$ cat src/rtl/conf_int_add_operand_stage_if.sv
// Valid/ready operand-pair channel. The master drives the pair and valid;
// the slave answers with ready. One instance sits on each side of the
// operand stage.
interface conf_int_add_operand_stage_if #(
    parameter int DATA_PATH_BITWIDTH = 16
);
    logic                          valid;
    logic                          ready;
    logic [DATA_PATH_BITWIDTH-1:0] a;
    logic [DATA_PATH_BITWIDTH-1:0] b;

    modport master (output valid, output a, output b, input ready);
    modport slave  (input valid, input a, input b, output ready);
endinterface

$ cat src/rtl/conf_int_add_operand_stage.sv
// Registered operand-issue stage in front of the flop-less integer adder.
// A 2-entry skid FIFO (head + skid register) buffers operand pairs, masks
// off the operand LSBs below the effective precision on capture, and
// presents the head pair to the adder. in_ready/out_valid come only from
// registered state, so no combinational path crosses the stage.
module conf_int_add_operand_stage #(
    parameter int OP_BITWIDTH        = 16,
    parameter int DATA_PATH_BITWIDTH = 16,
    parameter int CNT_WIDTH          = 16
) (
    input  logic                          clk,
    input  logic                          rst,        // active-low, asynchronous
    conf_int_add_operand_stage_if.slave   in_if,      // producer side
    conf_int_add_operand_stage_if.master  out_if,     // adder side
    output logic [1:0]                    occupancy,
    output logic [CNT_WIDTH-1:0]          issue_cnt
);

    localparam int DW        = DATA_PATH_BITWIDTH;
    localparam int MASK_BITS = (OP_BITWIDTH < DATA_PATH_BITWIDTH) ?
                               (DATA_PATH_BITWIDTH - OP_BITWIDTH) : 0;

    // Registered state doubles as the occupancy count.
    localparam logic [1:0] ST_EMPTY = 2'd0;
    localparam logic [1:0] ST_ONE   = 2'd1;
    localparam logic [1:0] ST_FULL  = 2'd2;

    logic [1:0]           r_state;
    logic                 r_init;      // low until the first edge after reset release
    logic [DW-1:0]        r_head_a;
    logic [DW-1:0]        r_head_b;
    logic [DW-1:0]        r_skid_a;
    logic [DW-1:0]        r_skid_b;
    logic [CNT_WIDTH-1:0] r_cnt;

    logic [DW-1:0]        w_mask;
    logic [DW-1:0]        w_in_a_masked;
    logic [DW-1:0]        w_in_b_masked;
    logic                 w_in_ready;
    logic                 w_out_valid;
    logic                 w_push;
    logic                 w_pop;
    logic [1:0]           w_state_next;
    logic                 w_head_load_new;
    logic                 w_head_load_skid;
    logic                 w_skid_load;

    // Reduced-precision mask: bits below the effective precision are zero.
    genvar gi;
    generate
        for (gi = 0; gi < DW; gi++) begin : g_mask
            assign w_mask[gi] = (gi >= MASK_BITS) ? 1'b1 : 1'b0;
        end
    endgenerate

    assign w_in_a_masked = in_if.a & w_mask;
    assign w_in_b_masked = in_if.b & w_mask;

    assign w_in_ready  = r_init & (r_state != ST_FULL);
    assign w_out_valid = (r_state == ST_ONE) | (r_state == ST_FULL);
    assign w_push      = in_if.valid & w_in_ready;
    assign w_pop       = w_out_valid & out_if.ready;

    assign in_if.ready  = w_in_ready;
    assign out_if.valid = w_out_valid;
    assign out_if.a     = r_head_a;
    assign out_if.b     = r_head_b;
    assign occupancy    = r_state;
    assign issue_cnt    = r_cnt;

    // Next-state and register-load decode for the head/skid pair.
    always_comb begin
        w_state_next     = r_state;
        w_head_load_new  = 1'b0;
        w_head_load_skid = 1'b0;
        w_skid_load      = 1'b0;
        case (r_state)
            ST_EMPTY: begin
                // No bypass: a pushed pair appears on the outputs next cycle.
                if (w_push) begin
                    w_state_next    = ST_ONE;
                    w_head_load_new = 1'b1;
                end
            end
            ST_ONE: begin
                if (w_push && w_pop) begin
                    w_head_load_new = 1'b1;
                end else if (w_push) begin
                    w_state_next = ST_FULL;
                    w_skid_load  = 1'b1;
                end else if (w_pop) begin
                    w_state_next = ST_EMPTY;
                end
            end
            ST_FULL: begin
                if (w_pop) begin
                    w_state_next     = ST_ONE;
                    w_head_load_skid = 1'b1;
                end
            end
            default: begin
                w_state_next = ST_EMPTY;
            end
        endcase
    end

    // FSM state and the post-reset ready enable.
    always_ff @(posedge clk or negedge rst) begin
        if (!rst) begin
            r_state <= ST_EMPTY;
            r_init  <= 1'b0;
        end else begin
            r_state <= w_state_next;
            r_init  <= 1'b1;
        end
    end

    // Head and skid operand registers; head holds its last pair when empty.
    always_ff @(posedge clk or negedge rst) begin
        if (!rst) begin
            r_head_a <= '0;
            r_head_b <= '0;
            r_skid_a <= '0;
            r_skid_b <= '0;
        end else begin
            if (w_head_load_new) begin
                r_head_a <= w_in_a_masked;
                r_head_b <= w_in_b_masked;
            end else if (w_head_load_skid) begin
                r_head_a <= r_skid_a;
                r_head_b <= r_skid_b;
            end
            if (w_skid_load) begin
                r_skid_a <= w_in_a_masked;
                r_skid_b <= w_in_b_masked;
            end
        end
    end

    // Count completed output handshakes; wraps silently.
    always_ff @(posedge clk or negedge rst) begin
        if (!rst) begin
            r_cnt <= '0;
        end else if (w_pop) begin
            r_cnt <= r_cnt + CNT_WIDTH'(1);
        end
    end

endmodule
$ cat src/flat_wrapper.sv
// flat-port wrapper written by rule: the top's interface ports become plain ports
module conf_int_add_operand_stage_flat 
#(
    parameter int OP_BITWIDTH        = 16,
    parameter int DATA_PATH_BITWIDTH = 16,
    parameter int CNT_WIDTH          = 16
)
  (clk, rst, occupancy, issue_cnt, in_if_valid, in_if_a, in_if_b, in_if_ready, out_if_valid, out_if_a, out_if_b, out_if_ready);
  conf_int_add_operand_stage_if #(.DATA_PATH_BITWIDTH(DATA_PATH_BITWIDTH)) in_if_i ();
  conf_int_add_operand_stage_if #(.DATA_PATH_BITWIDTH(DATA_PATH_BITWIDTH)) out_if_i ();
  input  logic clk;
  input  logic rst;
  output logic [1:0] occupancy;
  output logic [CNT_WIDTH-1:0] issue_cnt;
  input wire logic [$bits(in_if_i.valid)-1:0] in_if_valid;
  input wire logic [$bits(in_if_i.a)-1:0] in_if_a;
  input wire logic [$bits(in_if_i.b)-1:0] in_if_b;
  output wire logic [$bits(in_if_i.ready)-1:0] in_if_ready;
  output wire logic [$bits(out_if_i.valid)-1:0] out_if_valid;
  output wire logic [$bits(out_if_i.a)-1:0] out_if_a;
  output wire logic [$bits(out_if_i.b)-1:0] out_if_b;
  input wire logic [$bits(out_if_i.ready)-1:0] out_if_ready;
  assign in_if_i.valid = in_if_valid;
  assign in_if_i.a = in_if_a;
  assign in_if_i.b = in_if_b;
  assign in_if_ready = in_if_i.ready;
  assign out_if_valid = out_if_i.valid;
  assign out_if_a = out_if_i.a;
  assign out_if_b = out_if_i.b;
  assign out_if_i.ready = out_if_ready;
  conf_int_add_operand_stage #(.OP_BITWIDTH(OP_BITWIDTH), .DATA_PATH_BITWIDTH(DATA_PATH_BITWIDTH), .CNT_WIDTH(CNT_WIDTH)) u_core (.clk(clk), .rst(rst), .in_if(in_if_i), .out_if(out_if_i), .occupancy(occupancy), .issue_cnt(issue_cnt));
endmodule
$ cat config.mk
export PLATFORM = sky130hd
export DESIGN_NAME = conf_int_add_operand_stage_flat
export DESIGN_NICKNAME = d
export VERILOG_FILES = /design/src/rtl/conf_int_add_operand_stage_if.sv /design/src/rtl/conf_int_add_operand_stage.sv /design/src/flat_wrapper.sv
export SDC_FILE = /design/constraint.sdc
export NUM_CORES = 1
export LEC_CHECK = 0
export ABC_AREA = 1
export BUFFER_PORTS_ARGS = -buffer_cell sky130_fd_sc_hd__buf_2
export CAP_MARGIN = 20
export CORE_AREA = 2 2 101 103
export DETAILED_ROUTE_END_ITERATION = 10
export DIE_AREA = 0 0 103 105
export PLACE_DENSITY = 0.73
export SKIP_LAST_GASP = 1
export SYNTH_ARGS = -nofsm -noshare
export SYNTH_HDL_FRONTEND = slang
export SYNTH_SLANG_ARGS = --single-unit
$ cat constraint.sdc
create_clock -name clk -period 1.7 [get_ports clk]
set_input_delay 0 -clock clk [delete_from_list [all_inputs] [get_ports clk]]
set_output_delay 0 -clock clk [all_outputs]
set_load 0.02 [all_outputs]
* Word level (Yosys, flattened, before mapping) *
Cells that the tools add are included.
W data, S select, Z words.

operators by class
  add/sub/neg operators = 1
  $mul = 0
  divide/modulo/power cells = 0
  order comparisons = 0
  eq/ne operators = 7
  shift operators = 0
  multiplexer cells = 17
  bitwise operators = 4
  reduce and logical (&&, ||, !) cells = 4

operators by type and width
  operator                 count
  $mux W16                 4
  $add A16 B1 Y16 const B  1
  $mux W2                  5
  $mux W1                  6
  $pmux W2 S3              1
  $ne A2 B1 Y1 const B     2
  $ne A2 B2 Y1 const B     2
  $reduce_and A4 Y1        1
  $and A1 B1 Y1            3
  $ne A3 B1 Y1 const B     1
  $eq A2 B1 Y1 const B     1
  $eq A2 B2 Y1 const B     1
  $logic_not A2 Y1         1
  $pmux W1 S2              1
  $reduce_bool A2 Y1       1
  $logic_and A1 B1 Y1      1
  $or A1 B1 Y1             1

word-level totals
  register bits after elaboration = 83
  latch bits = 0
  memory bits (writable) = 0
  ROM bits = 0
  input bits = 36
  output and inout bits = 52
  logic and storage cells = 40
  memories = 0

* Logic depth before layout (Yosys ltp) *
Gate-level depths: netlist (run 1).

  depth in word-level cells = 7
  mapped depth = 10
  depth with buffers taken out = 10

* Worst setup path before layout (run 1) *
Ideal clock, no wire load.

  path type = reg2reg
  start = register u_core.r_state[0] (netlist: u_core.occupancy[0])
  end = register u_core.r_cnt[15] (netlist: u_core.issue_cnt[15])
  setup time = 0.123 ns
  arrival = 1.731 ns
  required time = 1.577 ns
  slack = -0.154 ns
  stages on the path, launching flop included = 8
  path buffers = 0
  clock period less this slack = 1.854 ns
  cells stage by stage = dfrtp_1 > inv_1 > ha_1 > nand3_1 > nor2_1 > nand3_1 > o21ai_0 > nand2_1

between the ends
  word-level cells in the longest chain between the ends = 3
  elaborated cells between the ends (all ways) = 4
  those cells by class = 2 x eq/ne; 2 x bitwise

RTL lines
  what                                                 RTL line                           text
  start, declared                                      conf_int_add_operand_stage.sv:28   logic [1:0] r_state;
  start signal, assigned                               conf_int_add_operand_stage.sv:113  r_state <= w_state_next;
  $eq A2 B1 Y1 / $eq A2 B2 Y1 (equally long branches)  conf_int_add_operand_stage.sv:60   assign w_out_valid = (r_state == ST_ONE) | (r_state == ST_FULL);
  $or A1 B1 Y1 (*)                                     conf_int_add_operand_stage.sv:60
  via out_if_valid                                     flat_wrapper.sv:19                 output wire logic [$bits(out_if_i.valid)-1:0] out_if_valid;
  $and A1 B1 Y1 (*)                                    conf_int_add_operand_stage.sv:62   assign w_pop = w_out_valid & out_if.ready;
  end signal, assigned                                 conf_int_add_operand_stage.sv:145  r_cnt <= r_cnt + CNT_WIDTH'(1);
  end, declared                                        conf_int_add_operand_stage.sv:34   logic [CNT_WIDTH-1:0] r_cnt;

The timed path passes the listed nets; every way through them passes the cells marked *.
A chain may end at the register's enable or synchronous reset.

* Worst setup path in the final report (run 1) *
  start = register u_core.r_state[1] (netlist: u_core.occupancy[1])
  end = register u_core.r_head_b[4] (netlist: u_core.out_if.b[4])

between the ends
  word-level cells in the longest chain between the ends = 7
  elaborated cells between the ends (all ways) = 16
  those cells by class = 3 x eq/ne; 6 x mux; 4 x bitwise; 3 x reduce/logical

RTL lines
  what                                                   RTL line                                                            text
  $ne A2 B2 Y1, or another cell as far along             conf_int_add_operand_stage.sv:59                                    assign w_in_ready = r_init & (r_state != ST_FULL);
  $and A1 B1 Y1 / $or A1 B1 Y1 (equally long branches)   conf_int_add_operand_stage.sv:59, conf_int_add_operand_stage.sv:60
  $and A1 B1 Y1, on equally long branches                conf_int_add_operand_stage.sv:61, conf_int_add_operand_stage.sv:62
  $logic_and A1 B1 Y1                                    conf_int_add_operand_stage.sv:86                                    if (w_push && w_pop) begin
  $mux W1                                                conf_int_add_operand_stage.sv:86
  $pmux W1 S2                                            conf_int_add_operand_stage.sv:77                                    case (r_state)
  $mux W16 / $reduce_bool A2 Y1 (equally long branches)  n/a
  end signal, assigned                                   conf_int_add_operand_stage.sv:128                                   r_head_b <= w_in_b_masked;
  end signal, assigned                                   conf_int_add_operand_stage.sv:131                                   r_head_b <= r_skid_b;
  end, declared                                          conf_int_add_operand_stage.sv:31                                    logic [DW-1:0] r_head_b;

Several ways; a longest one is shown, not always the timed one.

==> results.md, run 1 <==
* Final #Nets at ~600
* Latest clock arrival within the worst-skew pair at 0.36 ns
* Mapped Area at roughly 3800 um2
* Most common cell after layout, fill and taps aside: nand2_1
* HPWL Detailed at 6630 um
* Syn Nets at between 400 and 500
* Initial Util at 0.393
* Worst Path Arrival at between 1.5 and 2 ns
* Critical Path Start Type: flop
* Cell Rows at 36
* Fin. max-slew vios at 0
* Post-synth top area share at 0.548
* Num CTS Buffers at 9
* Clock Path Buffers at 2
* Cell taking the most area after synthesis: dfrtp_1
* Grt total ovfl at 0
* Commonest non-fill, non-tap cells in the layout: nand2_1 (162), buf_2 (86), dfrtp_1 (81), nand3_1 (70), nand4_1 (34)
* Vias in the first global route at 3489
* Via density per instance at 4.88
* Power Density at ~1600 nW/um2
* Clock transition at path regs at ~0.090 ns
* Worst Skew at around 0.015 ns
* # DRC at 0
* Worst Setup Path Type: flop to flop
* Area grow syn2layout at 37.7%
* Ant diodes at 0
* Post-synth ARST share at 1.00
* Largest cells by area after synthesis: dfrtp_1 (55%), nand2_1 (16%), nand3_1 (9.5%), nand4_1 (5.6%), inv_1 (2.3%)
* Unique masters post-synth at 26
* Fillers at between 800 and 900
* Worst hold path type: input pin to asynchronous set/reset pin
* Sum of buffers and inverters on the critical path at 3
* Core area at slightly below 10000 um2
* Final Cycle Share at 0.967
* H-tree levels at 3
* CTS tree: built
* Worst path slowest cell: dfrtp_2
* Initial antenna violation count at 0
* Fmax at ~0.61 GHz
* WL/cell at about 15 um
* Final setup violation count at 0
* Setup_tns at 0 ns
* Leakage power at about 0.0027 uW
* Sink Count at 83
* Max-Cap Viols at 0
* Worst path cell trace: buf_4, ha_4, inv_2, nand3_4, nor2_8, nand2_8, nand2_8, clkbuf_16, nand2_1, nand3_1
* Delay-heaviest family, CP: simple AND/OR/NAND/NOR gates
* Status: complete, no violations
* Post-route ant nets at 0
* Gpl congestion at about 0.8
* Worst Path Required at approximately 2.0 ns
* Via count at ~3500
* Sequential fraction of the synthesis area at 0.548
* CP Capture Type: flop
* Hold slack at between 0.06 and 0.07 ns
* Synth Area per Inst at approximately 8.6 um2
* WL final at just over 10000 um
* Post-Syn Instances at 441
* Min Tclk post-route at ~1.6 ns
* Ys Warns at 0
* Slowest stage delay, CP at just over 0.4 ns
* Pre-Repair DR Iteration Count at 4
* Root Driver: clkbuf_8
* 1st-iter DRT viols at ~210
* GR Util All Layers at 0.190
* Top Ports at 88
* Synth Flop Type: dfrtp_1
* Number of synthesized flops with an enable pin at 0
* Crit Path Max Fanout at 8
* Buffers on Ports at 87
* First-pass GRT wire length at ~16000 um
* Layout cells sized above 1 at 0.257
* Die height at about 110 um
* Largest net degree at the start of global routing at 62
* VDD IR-drop max at 603 uV
* Most common cell type on the critical path: nand2_8
* Die width at 103 um
* Yosys reg bits at 83
* RSZ-0062 raised after global routing: true
* Final Hold Violating Endpoints at 0
* Die area at ~11000 um2
[per-stage QoR]
stage / setup slack (ns) / power [uW] / std cells / instance area (um2) / util
after CTS: -0.00980 / 8050 / 705 / 5020 / 0.521
after global placement: 0.0485 / 6360 / 656 / 4480 / 0.465
after detailed placement: -0.0332 / 6480 / 656 / 4480 / 0.465
after floorplan: 0.0153 / 5290 / 441 / 3800 / -
after global routing: -0.0217 / 8980 / 712 / 5220 / 0.541
final: 0.0558 / 8390 / 712 / 5220 / 0.541
[area by class of cell]
class,count,area [um2],share of cell area
sequential,83,2080,0.398
clock inverter,5,60.1,0.0115
tap,133,166,0.0319
timing repair buffer,147,1100,0.211
clock buffer,11,151,0.0290
multi-input combinational,309,1570,0.300
inverter,24,92.6,0.0177
[per-layer routing]
layer | global-route usage | part of all wire | vias to the layer above
met4 | 0.0508 | 0.012 | 0
li1 | - | - | 1709
met2 | 0.313 | 0.50 | 114
met1 | 0.237 | 0.42 | 1639
met5 | 0 | 0 | -
met3 | 0.0615 | 0.066 | 11
[Yosys cell counts, types with 3 or more instances]
library cell	number
nand4_1	34
nor2_1	10
inv_1	23
xor2_1	5
nand2_1	163
buf_4	3
buf_2	16
ha_1	5
o21ai_0	3
nand3_1	72
clkbuf_1	5
xnor2_1	6
dfrtp_1	83
[power by group]
part / switching [uW] / leakage (uW) / internal [uW]
Clock: 736 / 0.000106 / 764
Combinational: 2240 / 0.00157 / 1430
Sequential: 465 / 0.00103 / 2750
Total: 3450 / 0.00270 / 4940
[flip-flops by register name, summed over array words and instances (netlist names)]
signal            flops
u_core.issue_cnt     16
u_core.out_if.a      16
u_core.out_if.b      16
u_core.r_skid_a      16
u_core.r_skid_b      16
u_core.occupancy      2
u_core.r_init         1
[final timing paths]
kind / startpoint / cells past startpoint / endpoint / slack [ns]
max: u_core.occupancy[1]$_DFFE_PN0P_ / 10 / u_core.out_if.b[4]$_DFFE_PN0P_ / 0.06
min: rst / 2 / u_core.issue_cnt[15]$_DFFE_PN0P_ / 0.06
max reg2reg: u_core.occupancy[1]$_DFFE_PN0P_ / 10 / u_core.out_if.b[4]$_DFFE_PN0P_ / 0.06
min reg2reg: u_core.r_skid_a[3]$_DFFE_PN0P_ / 2 / u_core.r_skid_a[3]$_DFFE_PN0P_ / 0.47
max in group asynchronous: rst / 3 / u_core.out_if.b[0]$_DFFE_PN0P_ / 1.01
min in group clk: out_if_ready / 5 / u_core.issue_cnt[1]$_DFFE_PN0P_ / 0.12
[cells by family (layout without fill, tap and decap cells)]
group | after synthesis | count (layout) | share of synthesized area
AND/OR/NAND/NOR | 288 | 288 | 0.346
flip-flops | 83 | 83 | 0.548
buffers and inverters | 49 | 187 | 0.0568
XOR/XNOR | 11 | 11 | 0.0254
adder cells (fa/ha/maj) | 5 | 5 | 0.0165
AO/OA/AOI/OAI | 4 | 4 | 0.00594
other | 1 | 1 | 0.000989
[timing repair]
action	CTS	global route
gates resized for setup	1	21
setup buffers	0	4
endpoints found under the hold margin	147	0
endpoints found under the setup margin	4	69
pin swaps	0	4
hold buffers	33	0
cloned	0	3
[worst register-to-register path, cell delays in order (launching register included)]
cell,delay [ns]
dfrtp_2,0.41
buf_4,0.16
ha_4,0.17
inv_2,0.07
nand3_4,0.09
nor2_8,0.19
nand2_8,0.09
nand2_8,0.12
clkbuf_16,0.16
nand2_1,0.06
nand3_1,0.08
No activity file was read; power rests on OpenSTA's default activity.
==> run 2, diff against run 1 <==
--- a/config.mk
+++ b/config.mk
@@ -11,2 +11,3 @@
 export CORE_AREA = 2 2 101 103
+export CTS_CLUSTER_SIZE = 10
 export DETAILED_ROUTE_END_ITERATION = 10
==> constraint.sdc (replaced) <==
create_clock -name clk -period 1.7 [get_ports clk]
set_input_delay 0.255 -clock clk [delete_from_list [all_inputs] [get_ports clk]]
set_output_delay 0.255 -clock clk [all_outputs]
set_load 0.005 [all_outputs]
==> results.md, run 2 (same netlist as run 1, synthesis figures left out) <==
* VDD IR-drop max at 948 uV
* Worst path slowest cell: dfrtp_1
* HPWL Detailed at about 6000 um
* # DRC at 0
* CP Capture Type: flop
* Top Ports at 88
* Die area at ~11000 um2
* Fmax at 0.617 GHz
* Worst Path Arrival at 1.90 ns
* Critical Path Start Type: flop
* First-pass GRT wire length at 16000 um
* Commonest non-fill, non-tap cells in the layout: nand2_1 (162), buf_2 (86), dfrtp_1 (83), nand3_1 (71), nand4_1 (34)
* Via count at between 3000 and 4000
* Fin. max-slew vios at 0
* Final Cycle Share at 0.953
* WL/cell at 14.8 um
* Leakage power at 0.00255 uW
* Most common cell type on the critical path: nand2_4
* Register area at 2080 um2
* Final #Nets at around 580
* Die width at about 100 um
* Root Driver: clkbuf_8
* Area grow syn2layout at 27.4%
* Clock transition at path regs at roughly 0.09 ns
* Final Hold Violating Endpoints at 0
* Clock Path Buffers at 2
* Slowest stage delay, CP at 0.38 ns
* Fin util at 0.501
* Cell Rows at 36
* Worst Skew at around 0.0083 ns
* Sink Count at a little over 80
* Worst hold path type: input pin to flop
* CTS tree: built
* Worst reg2reg setup slack at ~0.08 ns
* Die height at roughly 110 um
* GR Util All Layers at 0.186
* Most common cell after layout, fill and taps aside: nand2_1
* Gpl congestion at roughly 0.81
* RSZ-0062 raised after global routing: true
* Latest clock arrival within the worst-skew pair at roughly 0.34 ns
* Area of the multi-input gates at between 1500 and 2000 um2
* Vias in the first global route at about 3500
* Largest net degree at the start of global routing at 84
* Final worst setup slack at 0.0800 ns
* Initial antenna violation count at 1
* Crit Path Max Fanout at 8
* Worst Setup Path Type: flop to flop
* H-tree levels at 3
* Grt total ovfl at 0
* Power Density at 1600 nW/um2
* Pre-Repair DR Iteration Count at 4
* Status: complete, no violations
* Pre-CTS setup slack at 0.0285 ns
* Tot Pwr at 7730 uW
* 1st-iter DRT viols at about 180
* WL final at ~9900 um
* Min Tclk post-route at 1.62 ns
* Max-Cap Viols at 0
* Final setup violation count at 0
* Layout cells sized above 1 at 0.250
* Worst Path Required at between 1.5 and 2 ns
* Fillers at 938
* Worst path cell trace: buf_4, ha_4, inv_2, nand3_4, nor2_8, nand2_4, nand2_4, clkbuf_16, nand2_1, nand3_1
* Num CTS Buffers at 9
* Post-route ant nets at 0
* Via density per instance at about 5
* Core area at a little under 10000 um2
* Buffers on Ports at 87
* Initial Util at 0.393
==> run 2: cell count changes in the layout (fill, tap and decap cells not counted), sizes merged <==
cell         before  now
buf             111  103
bufinv            1    2
clkbuf           14   13
clkinv            2    1
diode             0    1
dlygate4sd3      33    1
inv              25   24
==> run 2: what timing repair did <==
| action | CTS | global route |
|---|---|---|
| hold buffers | 1 | 0 |
| hold endpoints to repair | 83 | 0 |
| gates resized for setup | 0 | 10 |
| setup endpoints to repair | 0 | 74 |
| setup buffers | 0 | 1 |
==> run 2: metal layers <==
layer,wire length [um],part of all wire,global-route usage,vias up
met5,0,0,0,-
met4,133,0.013,0.0592,0
met3,753,0.076,0.0502,15
met2,4750,0.48,0.295,106
met1,4280,0.43,0.247,1610
li1,-,-,-,1621
==> run 2: cell type report <==
type / instances / area share
antenna: 1 / 0.000518
clock buffer: 10 / 0.0285
clock inverter: 4 / 0.0158
inverter: 24 / 0.0187
multi-input combinational: 309 / 0.320
sequential: 83 / 0.430
tap: 133 / 0.0345
timing repair buffer: 107 / 0.152
==> run 2: metrics by stage <==
stage | instances | instance area, um2 | setup TNS [ns] | hold slack, ns
floorplan | 441 | 3790 | 0 | -0.0406
global placement | 650 | 4460 | 0 | 0.314
detailed placement | 650 | 4460 | 0 | 0.324
CTS | 665 | 4690 | 0 | 0.130
global route | 670 | 4820 | -0.102 | 0.134
finish | 671 | 4830 | 0 | 0.143
==> run 2: report_power, final <==
part / internal [uW] / total (uW) / switching (uW) / leakage (uW)
sequential: 2750 / 3190 / 445 / 0.00103
combinational: 1320 / 2980 / 1660 / 0.00141
clock: 855 / 1560 / 704 / 0.000104
==> run 2: critical path: cells and delay by family (launching register included) <==
family                   cells  cell delay [ns]
AND/OR/NAND/NOR              6             0.60
buffers and inverters        3             0.41
flip-flops                   1             0.38
adder cells (fa/ha/maj)      1             0.17
==> run 2: worst paths after layout <==
check                                                    to  depth (start not counted)                       startpoint
max in group asynchronous   u_core.out_if.b[15]$_DFFE_PN0P_                          3                              rst
max reg2reg                 u_core.out_if.b[15]$_DFFE_PN0P_                         10  u_core.occupancy[1]$_DFFE_PN0P_
min in group asynchronous  u_core.issue_cnt[13]$_DFFE_PN0P_                          3                              rst
max                         u_core.out_if.b[15]$_DFFE_PN0P_                         10  u_core.occupancy[1]$_DFFE_PN0P_
min                          u_core.out_if.b[9]$_DFFE_PN0P_                          3                       in_if_b[9]
min reg2reg                  u_core.r_skid_b[6]$_DFFE_PN0P_                          2   u_core.r_skid_b[6]$_DFFE_PN0P_
